--- config.mk ---
export PLATFORM = sky130hd
export DESIGN_NAME = serial_subtractor_flat
export DESIGN_NICKNAME = d
export VERILOG_FILES = /design/src/rtl/serial_subtractor_if.sv /design/src/rtl/serial_subtractor.sv /design/src/flat_wrapper.sv
export SDC_FILE = /design/constraint.sdc
export NUM_CORES = 1
export LEC_CHECK = 0
export BUFFER_PORTS_ARGS = -buffer_cell sky130_fd_sc_hd__buf_2
export CAP_MARGIN = 0
export CORE_MARGIN = 10
export CORE_UTILIZATION = 37
export CTS_CLUSTER_SIZE = 20
export DETAILED_ROUTE_END_ITERATION = 10
export GPL_ROUTABILITY_DRIVEN = 0
export PLACE_DENSITY_LB_ADDON = 0.25
export SYNTH_ARGS = -nofsm -noshare
export SYNTH_HDL_FRONTEND = slang
export SYNTH_SLANG_ARGS = --single-unit
--- constraint.sdc ---
create_clock -name clk -period 2.9 [get_ports clk]
set_input_delay 0.58 -clock clk [delete_from_list [all_inputs] [get_ports clk]]
set_output_delay 0.58 -clock clk [all_outputs]
set_load 0.02 [all_outputs]
--- src/rtl/serial_subtractor_if.sv ---
// Handshake and data bundle for the serial subtractor.
// The master offers operands and consumes results; the slave is the subtractor.
interface serial_subtractor_if #(
    parameter int unsigned WIDTH = 21
);
    logic             in_valid;
    logic             in_ready;
    logic [WIDTH-1:0] a;
    logic [WIDTH-1:0] b;
    logic             bin;
    logic             out_valid;
    logic             out_ready;
    logic [WIDTH-1:0] diff;
    logic             bout;
    logic             ovf;

    modport master (
        output in_valid, a, b, bin, out_ready,
        input  in_ready, out_valid, diff, bout, ovf
    );

    modport slave (
        input  in_valid, a, b, bin, out_ready,
        output in_ready, out_valid, diff, bout, ovf
    );
endinterface

--- src/rtl/serial_subtractor.sv ---
// Multi-cycle two's-complement subtractor: diff = a - b - bin, CHUNK bits per
// clock with the borrow carried between chunks in a flip-flop.
// Valid/ready on both sides; results are held until the consumer takes them.
module serial_subtractor #(
    parameter int unsigned WIDTH = 21,
    parameter int unsigned CHUNK = 3
) (
    input  logic              clk,
    input  logic              rst,
    serial_subtractor_if.slave bus
);
    localparam int unsigned N  = WIDTH / CHUNK;
    localparam int unsigned CW = (N > 1) ? $clog2(N) : 1;
    localparam logic [CW-1:0] LAST = CW'(N - 1);

    if ((WIDTH % CHUNK) != 0 || CHUNK == 0) begin : g_bad_chunk
        $error("serial_subtractor: WIDTH must be an exact multiple of CHUNK");
    end

    typedef enum logic [1:0] {IDLE, RUN, DONE} state_t;

    state_t            state, state_n;
    logic [CW-1:0]     cnt;
    logic              borrow;
    logic [WIDTH-1:0]  a_r, b_r;
    logic              a_msb, b_msb;
    logic [WIDTH-1:0]  work_r, work_n;
    logic [CHUNK-1:0]  a_k, b_k;
    logic [CHUNK:0]    sub_k;
    logic [WIDTH-1:0]  diff_r;
    logic              bout_r, ovf_r;

    // State register; reset wins over every other input.
    always_ff @(posedge clk) begin
        if (rst) state <= IDLE;
        else     state <= state_n;
    end

    // Next-state logic.
    always_comb begin
        state_n = state;
        unique case (state)
            IDLE: if (bus.in_valid) state_n = RUN;
            RUN:  if (cnt == LAST)  state_n = DONE;
            DONE: if (bus.out_ready) state_n = IDLE;
            default: state_n = IDLE;
        endcase
    end

    // Handshake outputs derived from state.
    always_comb begin
        bus.in_ready  = (state == IDLE) && !rst;
        bus.out_valid = (state == DONE);
    end

    // One chunk subtract on the low bits of the operand shift registers.
    // Operands shift right and results shift in from the top, so after N
    // steps chunk k of the result sits at bits [k*CHUNK +: CHUNK].
    always_comb begin
        a_k    = a_r[CHUNK-1:0];
        b_k    = b_r[CHUNK-1:0];
        sub_k  = {1'b0, a_k} - {1'b0, b_k} - (CHUNK+1)'(borrow);
        work_n = (work_r >> CHUNK) | (WIDTH'(sub_k[CHUNK-1:0]) << (WIDTH - CHUNK));
    end

    // Datapath: operand capture, chunk stepping and result loading.
    always_ff @(posedge clk) begin
        if (rst) begin
            cnt    <= '0;
            borrow <= 1'b0;
            a_r    <= '0;
            b_r    <= '0;
            a_msb  <= 1'b0;
            b_msb  <= 1'b0;
            work_r <= '0;
            diff_r <= '0;
            bout_r <= 1'b0;
            ovf_r  <= 1'b0;
        end else begin
            unique case (state)
                IDLE: begin
                    if (bus.in_valid) begin
                        a_r    <= bus.a;
                        b_r    <= bus.b;
                        a_msb  <= bus.a[WIDTH-1];
                        b_msb  <= bus.b[WIDTH-1];
                        borrow <= bus.bin;
                        cnt    <= '0;
                        work_r <= '0;
                    end
                end
                RUN: begin
                    a_r    <= a_r >> CHUNK;
                    b_r    <= b_r >> CHUNK;
                    borrow <= sub_k[CHUNK];
                    work_r <= work_n;
                    if (cnt == LAST) begin
                        diff_r <= work_n;
                        bout_r <= sub_k[CHUNK];
                        ovf_r  <= (a_msb ^ b_msb) & (work_n[WIDTH-1] ^ a_msb);
                    end else begin
                        cnt <= cnt + CW'(1);
                    end
                end
                default: ;
            endcase
        end
    end

    // Result outputs come straight from the result registers.
    always_comb begin
        bus.diff = diff_r;
        bus.bout = bout_r;
        bus.ovf  = ovf_r;
    end
endmodule

--- src/flat_wrapper.sv ---
// flat-port wrapper written by rule: the top's interface ports become plain ports
module serial_subtractor_flat 
#(
    parameter int unsigned WIDTH = 21,
    parameter int unsigned CHUNK = 3
)
  (clk, rst, bus_in_valid, bus_a, bus_b, bus_bin, bus_out_ready, bus_in_ready, bus_out_valid, bus_diff, bus_bout, bus_ovf);
  serial_subtractor_if #(.WIDTH(WIDTH)) bus_i ();
  input  logic clk;
  input  logic rst;
  input wire logic [$bits(bus_i.in_valid)-1:0] bus_in_valid;
  input wire logic [$bits(bus_i.a)-1:0] bus_a;
  input wire logic [$bits(bus_i.b)-1:0] bus_b;
  input wire logic [$bits(bus_i.bin)-1:0] bus_bin;
  input wire logic [$bits(bus_i.out_ready)-1:0] bus_out_ready;
  output wire logic [$bits(bus_i.in_ready)-1:0] bus_in_ready;
  output wire logic [$bits(bus_i.out_valid)-1:0] bus_out_valid;
  output wire logic [$bits(bus_i.diff)-1:0] bus_diff;
  output wire logic [$bits(bus_i.bout)-1:0] bus_bout;
  output wire logic [$bits(bus_i.ovf)-1:0] bus_ovf;
  assign bus_i.in_valid = bus_in_valid;
  assign bus_i.a = bus_a;
  assign bus_i.b = bus_b;
  assign bus_i.bin = bus_bin;
  assign bus_i.out_ready = bus_out_ready;
  assign bus_in_ready = bus_i.in_ready;
  assign bus_out_valid = bus_i.out_valid;
  assign bus_diff = bus_i.diff;
  assign bus_bout = bus_i.bout;
  assign bus_ovf = bus_i.ovf;
  serial_subtractor #(.WIDTH(WIDTH), .CHUNK(CHUNK)) u_core (.clk(clk), .rst(rst), .bus(bus_i));
endmodule
Word level (Yosys, flattened, before mapping)

Cells that the tools add are included.

Register bits after elaboration: 94
Bits in latches: 0
RAM bits: 0
ROM bits: 0
Output and inout bits: 25
Memories: 0

Add/sub/neg operators: 3
$mul: 0
Divide/modulo/power cells: 0
$lt $le $gt $ge: 0
Equal/unequal tests: 7
Shift operators: 0
Mux-type cells: 15
Bitwise gates (word level): 4
Reductions and logical operators: 9

Operators with widths:

| cell                  | count |
|---|---|
| $pmux W21 S2          | 3 |
| $mux W21              | 3 |
| $or A18 B21 Y21       | 1 |
| $mux W2               | 3 |
| $mux W3               | 2 |
| $ne A2 B2 Y1 const B  | 3 |
| $pmux W2 S3           | 1 |
| $pmux W3 S2           | 1 |
| $reduce_and A2 Y1     | 3 |
| $reduce_and A3 Y1     | 2 |
| $sub A3 B3 Y4         | 1 |
| $sub A4 B1 Y4         | 1 |
| $add A3 B1 Y3 const B | 1 |
| $eq A3 B3 Y1 const B  | 1 |
| $eq A2 B1 Y1 const B  | 1 |
| $eq A2 B2 Y1 const B  | 1 |
| $logic_not A2 Y1      | 1 |
| $ne A2 B1 Y1 const B  | 1 |
| $pmux W1 S2           | 1 |
| $reduce_bool A2 Y1    | 1 |
| $xor A1 B1 Y1         | 2 |
| $and A1 B1 Y1         | 1 |
| $logic_and A1 B1 Y1   | 1 |
| $logic_not A1 Y1      | 1 |
| $mux W1               | 1 |

Longest topological paths before layout

Gate-level depths: netlist of the first run.

Depth after elaboration: 5
Mapped depth: 8

Worst setup path after synthesis of the first run

Ideal clock, no wire load.

Kind: register to register
Start: reg u_core.b_r[0]
End: reg u_core.ovf_r (netlist: u_core.bus.ovf)
Setup time: 0.091 ns
Arrival: 1.789 ns
Required time: 2.809 ns
Path slack: 1.020 ns
Cell stages (with the launch flop): 8
Path buffers: 0
Period minus slack after synthesis: 1.880 ns
Cell sequence: dfxtp_1 inv_1 fa_1 inv_1 fa_1 xnor2_1 or3b_2 a311oi_1

Cells in the longest elaborated chain, start to end: 5

RTL lines:

| item                   | RTL line                 | RTL |
|---|---|---|
| start, declared        | serial_subtractor.sv:25  | `logic [WIDTH-1:0] a_r, b_r;` |
| start signal, assigned | serial_subtractor.sv:84  | `b_r <= bus.b;` |
| start signal, assigned | serial_subtractor.sv:94  | `b_r <= b_r >> CHUNK;` |
| $sub A3 B3 Y4          | serial_subtractor.sv:62  | `sub_k = {1'b0, a_k} - {1'b0, b_k} - (CHUNK+1)'(borrow);` |
| $sub A4 B1 Y4          | serial_subtractor.sv:62  |  |
| $or A18 B21 Y21        | serial_subtractor.sv:63  | `work_n = (work_r >> CHUNK) \| (WIDTH'(sub_k[CHUNK-1:0]) << (WIDTH - CHUNK));` |
| $xor A1 B1 Y1          | serial_subtractor.sv:100 | `ovf_r <= (a_msb ^ b_msb) & (work_n[WIDTH-1] ^ a_msb);` |
| $and A1 B1 Y1          | serial_subtractor.sv:100 |  |
| end signal, assigned   | serial_subtractor.sv:100 |  |
| end, declared          | serial_subtractor.sv:31  | `logic bout_r, ovf_r;` |

No other way between the ends.
A chain may end at the register's enable or synchronous reset.

Worst setup path in the final report of the first run

Ends and elaborated chain as after synthesis.

==> metrics.txt, run 1 <==
post-synth top area share 49.6%; Worst R2R Start u_core.b_r[0]$_SDFFE_PP0P_; YS warnings 0; Max-slew headroom 62.2%; DR vias/cell 4.93; hold buffers post-CTS 0; flop-to-flop setup slack around 0.90 ns; WHS Endpoint u_core.bus.diff[15]$_SDFFE_PP0P_; core area roughly 9700 sq um; worst reg2reg path depth 7; worst slack at placement slightly above 0.9 ns; Syn Area/Cell roughly 8.3 sq um; Slew Viols, Final 0; Async S/R FF share, synth 0%; largest net degree at the start of global routing 74; crit start category flop; Psw between 0.6 and 0.7 mW; Final setup viols 0; Final ANT Viol Nets 0; worst reg2reg endpoint u_core.bus.ovf$_SDFFE_PP0P_; Die X 120 um; RSZ-0062 raised after global routing false; CP Max Fanout 4; worst vdd ir 0.000285 V; worst hold stages 2; clock power share 36.4%; DRT Pass-1 Iters 4; slowest cell on the critical path or3b_2; Die ar. 14,300 sq um; diode count 0; Hold Crit Start u_core.bus.diff[15]$_SDFFE_PP0P_; compound-gate portion of the synthesized area 19.0%; GRT Total Usage about 13%; # port buffers 71; Post-CTS Setup Bufs 0; IO Count 72; max-cap viol count 0; layout net count 547; post-CTS sizing 0; Crit. Startpoint u_core.b_r[0]$_SDFFE_PP0P_; Power Density 594 nW/um^2; row count 36; Initial DRC Count roughly 150; Netlist Area Pre-Place 3670 sq um; Initial Util 37.8%; first-pass GRT wire length about 15 mm; Fmax 0.501 GHz; leading area contributor after synthesis dfxtp_1; mux contribution to synthesized area 0%; clk slew on worst S/H paths 0.09 ns; CTS tree yes; HP Class flop to flop; fraction of layout cells with a size suffix above 1 about 20%; GRT overflow 0; final hold vios 0; H-tree levels 3; Post-synth EDFFs 0; residual DRC count 0; largest cells by area after synthesis dfxtp_1 (50%), nand2_1 (12%), a311oi_1 (8.8%); simple-gate share of the synthesized area 22.0%; sequential area share after synthesis around half; leakage 1.73 nW; final core occ 44.1%; drt total wl 8.88 mm; highest metal used met4; overall power between 2 and 3 mW; M1 wire length 4.27 mm; cells after synthesis 440; Int Pwr about 1.9 mW; die height 120 um; XOR/XNOR share of the synthesized area less than 1%; met3 WL post-DR 381 um; Comb pwr share 10.8%; largest family of logic cells by synthesized area simple AND/OR/NAND/NOR gates; Switching Share 25.4%; vias after detailed routing 3,115; crit end category flop; Adder-Cell Fraction of Synth Area 2.45%; Hold WS 0.454 ns; synth cell count leaders nand2_1 (119), dfxtp_1 (91), nor2_1 (66), a311oi_1 (37), a21oi_1 (28); Tmin final between 1.5 and 2 ns; predominant post-synthesis flop cell dfxtp_1; WL met2 around 4.1 mm; Required @ worst endpoint 3.15 ns; final worst slack 0.902 ns; post-DP HPWL 6.19 mm; most numerous cell in the Yosys netlist nand2_1; Distinct cells, synth 33; initial antenna violation count 0; CTS Buf Count 9; Flop pwr share a little over half; Worst Max-Slew Pin Slew 0.564 ns; Max clock buf depth 2; CP Class flop to flop; area growth from synthesis to layout 16.8%; slowest stage delay, CP 0.45 ns; Final period util 68.9%; routed length per instance 14.0 um; status finished clean; CTS root buffer clkbuf_8; syn_nets 493; Yosys reg bits 91; worst clock skew 0.0103 ns; Clock Latency Late Sink 0.34 ns; clk sinks 91; vias in the first global route 3,172; crit-path cells inv_1 -> fa_1 -> inv_1 -> fa_1 -> xnor2_1 -> or3b_2 -> a311oi_1; setup TNS 0 ns; CP arrival 2.25 ns
-- how the worst max path moves through the flow --
stage / to / slack (ns) / cells after the start
detailed placement: u_core.bus.ovf$_SDFFE_PP0P_ / 0.91 / 7
CTS: bus_in_ready / 0.85 / 2
floorplan: u_core.bus.ovf$_SDFFE_PP0P_ / 1.02 / 7
finish: u_core.bus.ovf$_SDFFE_PP0P_ / 0.90 / 7
global placement: u_core.bus.ovf$_SDFFE_PP0P_ / 0.97 / 7
global route: u_core.bus.ovf$_SDFFE_PP0P_ / 0.72 / 7
-- logic make-up after synthesis --
kind of cell | count (synthesis)
AOI/OAI and AO/OA | 95
buffers and inverters | 44
and+or+nand+nor | 201
xor gates and xnor gates | 3
adders and majority gates | 6
DFF | 91
-- through the flow --
stage	instances	cell area, sq um
floorplan	440	3670
global placement	616	4070
detailed placement	616	4070
CTS	632	4290
global route	632	4290
finish	632	4290
-- final cells by class --
cell class / count / area [sq um]
fill: 1033 / 5440
sequential: 91 / 1820
multi-input combinational: 305 / 1630
timing repair buffer: 79 / 428
tap: 133 / 166
clock buffer: 10 / 128
clock inverter: 6 / 90.1
inverter: 8 / 30.0
-- sequential cells by signal (all words and copies together), names as in the netlist --
name	cells
u_core.state	2
u_core.b_r	21
u_core.cnt	3
u_core.borrow	1
u_core.a_msb	1
u_core.b_msb	1
u_core.bus.bout	1
u_core.bus.diff	21
u_core.bus.ovf	1
u_core.a_r	21
u_core.work_r	18
-- per-layer routing --
| layer | vias to the layer above | track usage (%) |
|---|---|---|
| li1 | 1612 | - |
| met1 | 1448 | 16.4 |
| met2 | 51 | 20.5 |
| met3 | 4 | 3.09 |
| met4 | 0 | 4.30 |
| met5 | - | 0 |
-- worst max-delay path, delay by kind of cell, from the launching register on --
family | cells | cell delay (ns)
fa+ha+maj | 2 | 0.60
simple gates | 1 | 0.45
flops | 1 | 0.34
compound gates | 1 | 0.26
buf+inv | 2 | 0.14
xor+xnor | 1 | 0.11
-- placed cells by master (no fill, tap or decap), types with 2 or more instances in the layout --
cell / instances
a211oi_1: 3
xor2_1: 2
fa_1: 2
clkinvlp_4: 4
nand2b_1: 4
nand3_1: 2
buf_2: 71
nand2_1: 119
nor3_1: 2
a311oi_1: 37
bufinv_16: 2
buf_4: 7
a21oi_1: 28
ha_1: 4
nor2_1: 66
inv_1: 8
a22oi_1: 21
dfxtp_1: 91
clkbuf_8: 9
-- power groups by stage --
| stage | clock (mW) | combinational, mW | sequential, mW |
|---|---|---|---|
| CTS | 0.950 | 0.282 | 1.34 |
| global route | 1.01 | 0.319 | 1.35 |
| finish | 0.929 | 0.276 | 1.34 |
| floorplan | 0 | 0.205 | 1.36 |
| detailed placement | 0 | 0.280 | 1.37 |
| global placement | 0 | 0.275 | 1.37 |
No activity file was read; power rests on OpenSTA's default activity.
==> run 2: changes to the inputs <==
==> constraint.sdc (replaced) <==
create_clock -name clk -period 1.9 [get_ports clk]
set_input_delay 0.38 -clock clk [delete_from_list [all_inputs] [get_ports clk]]
set_output_delay 0.38 -clock clk [all_outputs]
set_load 0.02 [all_outputs]
==> run 2 against run 1 <==
Net effect:
- largest power group unchanged
- sequential cell count unchanged
- clock power increased by 49%
- wire length increased by 2.7%
- worst setup slack lost 0.84 ns
- largest cell class unchanged
- clock-buffer cell count is 1 higher
- non-clock buffer count is 9 higher
- first-iteration DRC count down 4.7%
==> metrics.txt, run 2 (same netlist as run 1, synthesis figures left out) <==
status finished clean; CP arrival 2.10 ns; highest-count cells in the layout ignoring fill and taps nand2_1 (118), dfxtp_1 (88), buf_2 (71), nor2_1 (66), a311oi_1 (36); leakage 1.80 nW; CP Class flop to flop; Fmax about 0.54 GHz; vias after detailed routing 3,165; Slew Viols, Final 0; CTS root buffer clkbuf_8; HP Class input port to flop; non-filler cells, final 641; CTS tree yes; Final setup viols 0; Die ar. 14,300 sq um; IO Count 72; worst slack at placement -0.0473 ns; Initial DRC Count 142; layout net count 556; largest net degree at the start of global routing 44; residual DRC count 0; clk sinks 91; Power Density between 800 and 900 nW/um^2; commonest non-fill, non-tap cell in the layout nand2_1; Final ANT Viol Nets 0; initial antenna violation count 0; DRT Pass-1 Iters 4; first-pass GRT wire length approximately 16 mm; post-DP HPWL 6.40 mm; vias in the first global route 3,252; crit end category flop; CTS Buf Count 9; Final period util a little over nine tenths; Worst Max-Slew Pin Slew about 0.67 ns; row count 36; core area about 9700 sq um; worst hold stages 3; crit start category flop; GRT Total Usage between 10% and 20%; Initial Util 37.8%; H-tree levels 3; Tmin final 1.84 ns; Clock Latency Late Sink 0.36 ns; GRT overflow 0; # port buffers between 70 and 80; Die X 120 um; max-cap viol count 0; placed cell count 624; clk slew on worst S/H paths 0.09 ns; fraction of layout cells with a size suffix above 1 about 24%; drt total wl a little over 9 mm; final hold vios 0; diode count 0; worst clock skew 0.0118 ns; area growth from synthesis to layout 20.4%; DR vias/cell 4.94; worst vdd ir 0.000340 V; Max-slew headroom a little over half; CP Max Fanout 2; die height 120 um; fillers 1,022; final worst slack 0.0636 ns; hold buffers post-CTS 0; routed length per instance 14.2 um; Max clock buf depth 2; worst reg2reg path depth 7; Required @ worst endpoint 2.16 ns
==> run 2: cell count changes in the layout (fill, tap and decap cells not counted), moves of 3 or more <==
cell,delta
clkinvlp_4,-3
dfxtp_1,-3
inv_2,+3
inv_1,-3
dfxtp_2,+3
buf_4,+7
==> run 2: stage by stage <==
| stage | area, sq um | TNS [ns] | total power, mW | utilization, % | hold WS (ns) |
|---|---|---|---|---|---|
| after global routing | 4420 | -0.0180 | 4.13 | 45.5 | 0.266 |
| after floorplan | 3670 | 0 | 2.39 | - | 0.432 |
| after CTS | 4400 | 0 | 3.95 | 45.2 | 0.263 |
| after detailed placement | 4160 | -0.0473 | 2.55 | 42.7 | 0.444 |
| final | 4420 | 0 | 3.92 | 45.5 | 0.275 |
| after global placement | 4160 | -0.00283 | 2.54 | 42.7 | 0.443 |
==> run 2: per-layer routing <==
layer	up-vias	GRT usage, %	share of wire (%)
met5	-	0	0
met4	0	5.43	1.5
met3	9	2.91	3.9
met2	61	20.3	46
met1	1463	16.7	49
li1	1632	-	-
==> run 2: report_power, final <==
part / switching, mW / internal [mW]
clock: 0.694 / 0.685
sequential: 0.0560 / 2.00
combinational: 0.274 / 0.212
==> run 2: layout make-up <==
type	instances	area, sq um	area share (%)
clock inverter	5	60.1	1.36
clock buffer	11	151	3.42
sequential	91	1830	41.3
timing repair buffer	88	520	11.8
inverter	8	30.0	0.679
tap	133	166	3.76
multi-input combinational	305	1670	37.7
==> run 2: worst paths after layout <==
kind | slack, ns | to | start
worst max-delay path | 0.06 | u_core.bus.ovf$_SDFFE_PP0P_ | u_core.b_r[0]$_SDFFE_PP0P_
worst min-delay path | 0.28 | u_core.a_r[18]$_SDFFE_PP0P_ | bus_a[18]
worst max register to register | 0.06 | u_core.bus.ovf$_SDFFE_PP0P_ | u_core.b_r[0]$_SDFFE_PP0P_
worst min register to register | 0.46 | u_core.bus.diff[9]$_SDFFE_PP0P_ | u_core.bus.diff[9]$_SDFFE_PP0P_
==> run 2: critical path, cell delays in order (launching register included) <==
cell      delay, ns
dfxtp_2        0.33
inv_2          0.06
fa_2           0.21
inv_2          0.04
fa_2           0.34
xnor2_2        0.15
or3b_4         0.37
a311oi_2       0.24
==> run 2: repair_timing <==
item | CTS | global route
buffers inserted | 1 | 0
gates resized for setup | 9 | 6
gates cloned | 0 | 0
endpoints found under the setup margin | 1 | 3
pin swaps | 4 | 4
==> run 3: changes to the inputs <==
--- a/config.mk
+++ b/config.mk
@@ -5,6 +5,7 @@
 export SDC_FILE = /design/constraint.sdc
 export NUM_CORES = 1
 export LEC_CHECK = 0
+export ABC_AREA = 1
 export BUFFER_PORTS_ARGS = -buffer_cell sky130_fd_sc_hd__buf_2
 export CAP_MARGIN = 0
 export CORE_MARGIN = 10
==> run 3 against run 2 <==
Net effect:
- area after synthesis up 3.5%
- clock-buffer cell count up 1
- power down 0.70%
- synthesized cell count up 19%
- die area up 2.9%
==> metrics.txt, run 3 <==
vias after detailed routing 3,406; slowest cell on the critical path fa_1; DRT Pass-1 Iters 4; max-cap viol count 0; Syn Area/Cell 7.28 sq um; worst reg2reg path depth 6; Post-synth EDFFs 0; sequential area share after synthesis 47.9%; RSZ-0062 raised after global routing false; Worst R2R Start u_core.b_r[0]$_SDFFE_PP0P_; overall power 3.89 mW; area growth from synthesis to layout 17.5%; layout net count 636; core area 9910 sq um; # port buffers 71; highest-count cells in the layout ignoring fill and taps nand2_1 (162), dfxtp_1 (91), buf_2 (71), a21oi_1 (61), o21ai_0 (51); WHS Endpoint u_core.b_r[18]$_SDFFE_PP0P_; Max clock buf depth 2; worst vdd ir 0.000320 V; Worst Max-Slew Pin Slew 0.488 ns; fraction of layout cells with a size suffix above 1 roughly 18%; YS warnings 0; worst clock skew roughly 0.0095 ns; most numerous cell in the Yosys netlist nand2_1; largest net degree at the start of global routing 47; residual DRC count 0; post-DP HPWL between 6 and 7 mm; slowest stage delay, CP 0.44 ns; CP Class flop to flop; hold buffers post-CTS 0; Hold Crit Start bus_b[18]; Max-slew headroom 67.5%; Power Density about 870 nW/um^2; flop-to-flop setup slack 0.12 ns; HP Class input port to flop; Required @ worst endpoint 2.19 ns; GRT overflow 0; Final period util 93.8%; final hold vios 0; Tmin final 1.78 ns; DR vias/cell roughly 4.7; CP arrival 2.07 ns; first-pass GRT wire length around 16 mm; leakage 2.00 nW; fillers 1,083; GRT Total Usage roughly an eighth; H-tree levels 3; CTS tree yes; Final setup viols 0; crit end category flop; Die X 121 um; worst slack at placement 0.132 ns; routed length per instance 13.0 um; crit-path cells inv_1 -> fa_1 -> inv_1 -> fa_1 -> or2_1 -> a21oi_1; row count 36; diode count 0; Async S/R FF share, synth 0%; commonest non-fill, non-tap cell in the layout nand2_1; Die ar. 14,700 sq um; setup TNS 0 ns; initial antenna violation count 0; final core occ 45.1%; Hold WS 0.275 ns; WP buf/inv 2; Clock Latency Late Sink roughly 0.35 ns; worst reg2reg endpoint u_core.work_r[19]$_SDFFE_PP0P_; cells after synthesis 522; CTS Buf Count 9; vias in the first global route 3,312; Distinct cells, synth 30; final worst slack 0.118 ns; Initial DRC Count 164; leading area contributor after synthesis dfxtp_1; Yosys reg bits 91; clk slew on worst S/H paths 0.09 ns; Fmax 0.561 GHz; Slew Viols, Final 0; status finished clean; clk sinks 91; post-synth top area share 47.9%; largest cells by area after synthesis dfxtp_1 (48%), nand2_1 (16%), a21oi_1 (8.0%); IO Count 72; drt total wl 9.37 mm; Initial Util 38.4%; Netlist Area Pre-Place approximately 3800 sq um; crit start category flop; worst hold stages 3; CTS root buffer clkbuf_8; predominant post-synthesis flop cell dfxtp_1; synth cell count leaders nand2_1 (162), dfxtp_1 (91), a21oi_1 (61), o21ai_0 (51), nor2_1 (46); syn_nets 575; CP Max Fanout 2; Top delay family on crit path adder cells; die height 121 um; Final ANT Viol Nets 0
==> run 3: cell types whose count changed in the layout (fill, tap and decap cells not counted), moves of 8 or more <==
cell / delta
o21ai_0: +51
a311oi_1: -36
a22oi_1: -21
nor2_1: -20
nand2_1: +44
buf_4: -8
nand3_1: +13
a21oi_1: +33
inv_1: +30
==> run 3: worst max path at each step <==
stage                                           from                             end  slack (ns)  depth (start not counted)
after floorplan           u_core.b_r[0]$_SDFFE_PP0P_  u_core.work_r[19]$_SDFFE_PP0P_        0.24                          6
after global placement    u_core.b_r[0]$_SDFFE_PP0P_  u_core.work_r[19]$_SDFFE_PP0P_        0.20                          6
after detailed placement  u_core.b_r[0]$_SDFFE_PP0P_  u_core.work_r[19]$_SDFFE_PP0P_        0.13                          6
after CTS                 u_core.b_r[0]$_SDFFE_PP0P_  u_core.work_r[19]$_SDFFE_PP0P_        0.11                          6
after global routing      u_core.b_r[0]$_SDFFE_PP0P_  u_core.work_r[19]$_SDFFE_PP0P_        0.04                          6
final                     u_core.b_r[0]$_SDFFE_PP0P_  u_core.work_r[19]$_SDFFE_PP0P_        0.12                          6
==> run 3: metal layers <==
metal | part of all wire (%) | vias to the layer above | track usage (%) | routed length [um]
li1 | - | 1783 | - | -
met1 | 48 | 1554 | 16.3 | 4520
met2 | 46 | 59 | 20.0 | 4310
met3 | 4.3 | 10 | 3.44 | 400
met4 | 1.5 | 0 | 5.66 | 138
met5 | 0 | - | 0 | 0
==> run 3: where the power goes <==
group          internal [mW]  switching, mW  total (mW)
sequential              2.02         0.0532        2.07
clock                  0.599          0.641        1.24
combinational          0.224          0.358       0.582
total                   2.84           1.05        3.89
==> run 3: stage by stage <==
stage | std cells | area [sq um]
floorplan | 522 | 3800
global placement | 705 | 4280
finish | 720 | 4470
global route | 720 | 4470
detailed placement | 705 | 4280
CTS | 720 | 4460
==> run 3: final cells by class <==
cell class | instances | area (sq um) | share of cell area, %
multi-input cells | 361 | 1670 | 37.5
clock inverters | 3 | 40.0 | 0.897
repair buffers | 81 | 480 | 10.8
well taps | 133 | 166 | 3.73
flip-flops and latches | 91 | 1820 | 40.8
clock buffers | 12 | 135 | 3.03
inverters | 39 | 149 | 3.33
==> run 3: cell families after synthesis <==
logic type                 after synthesis  synth area share (%)
AOI/OAI and AO/OA                      123                  16.9
xor gates and xnor gates                 1                 0.230
DFF                                     91                  47.9
buffers and inverters                   70                  8.26
adders and majority gates                6                  2.37
and+or+nand+nor                        231                  24.4
==> run 3: timing repair <==
item,in CTS,in global routing
endpoints found under the hold margin,0,0
setup endpoints to repair,0,1
setup buffers,0,0
resized for setup,0,1
==> run 3: worst min-delay path, stage by stage <==
cell     delay (ns)
buf_2          0.10
nand2_1        0.05
a21oi_1        0.05
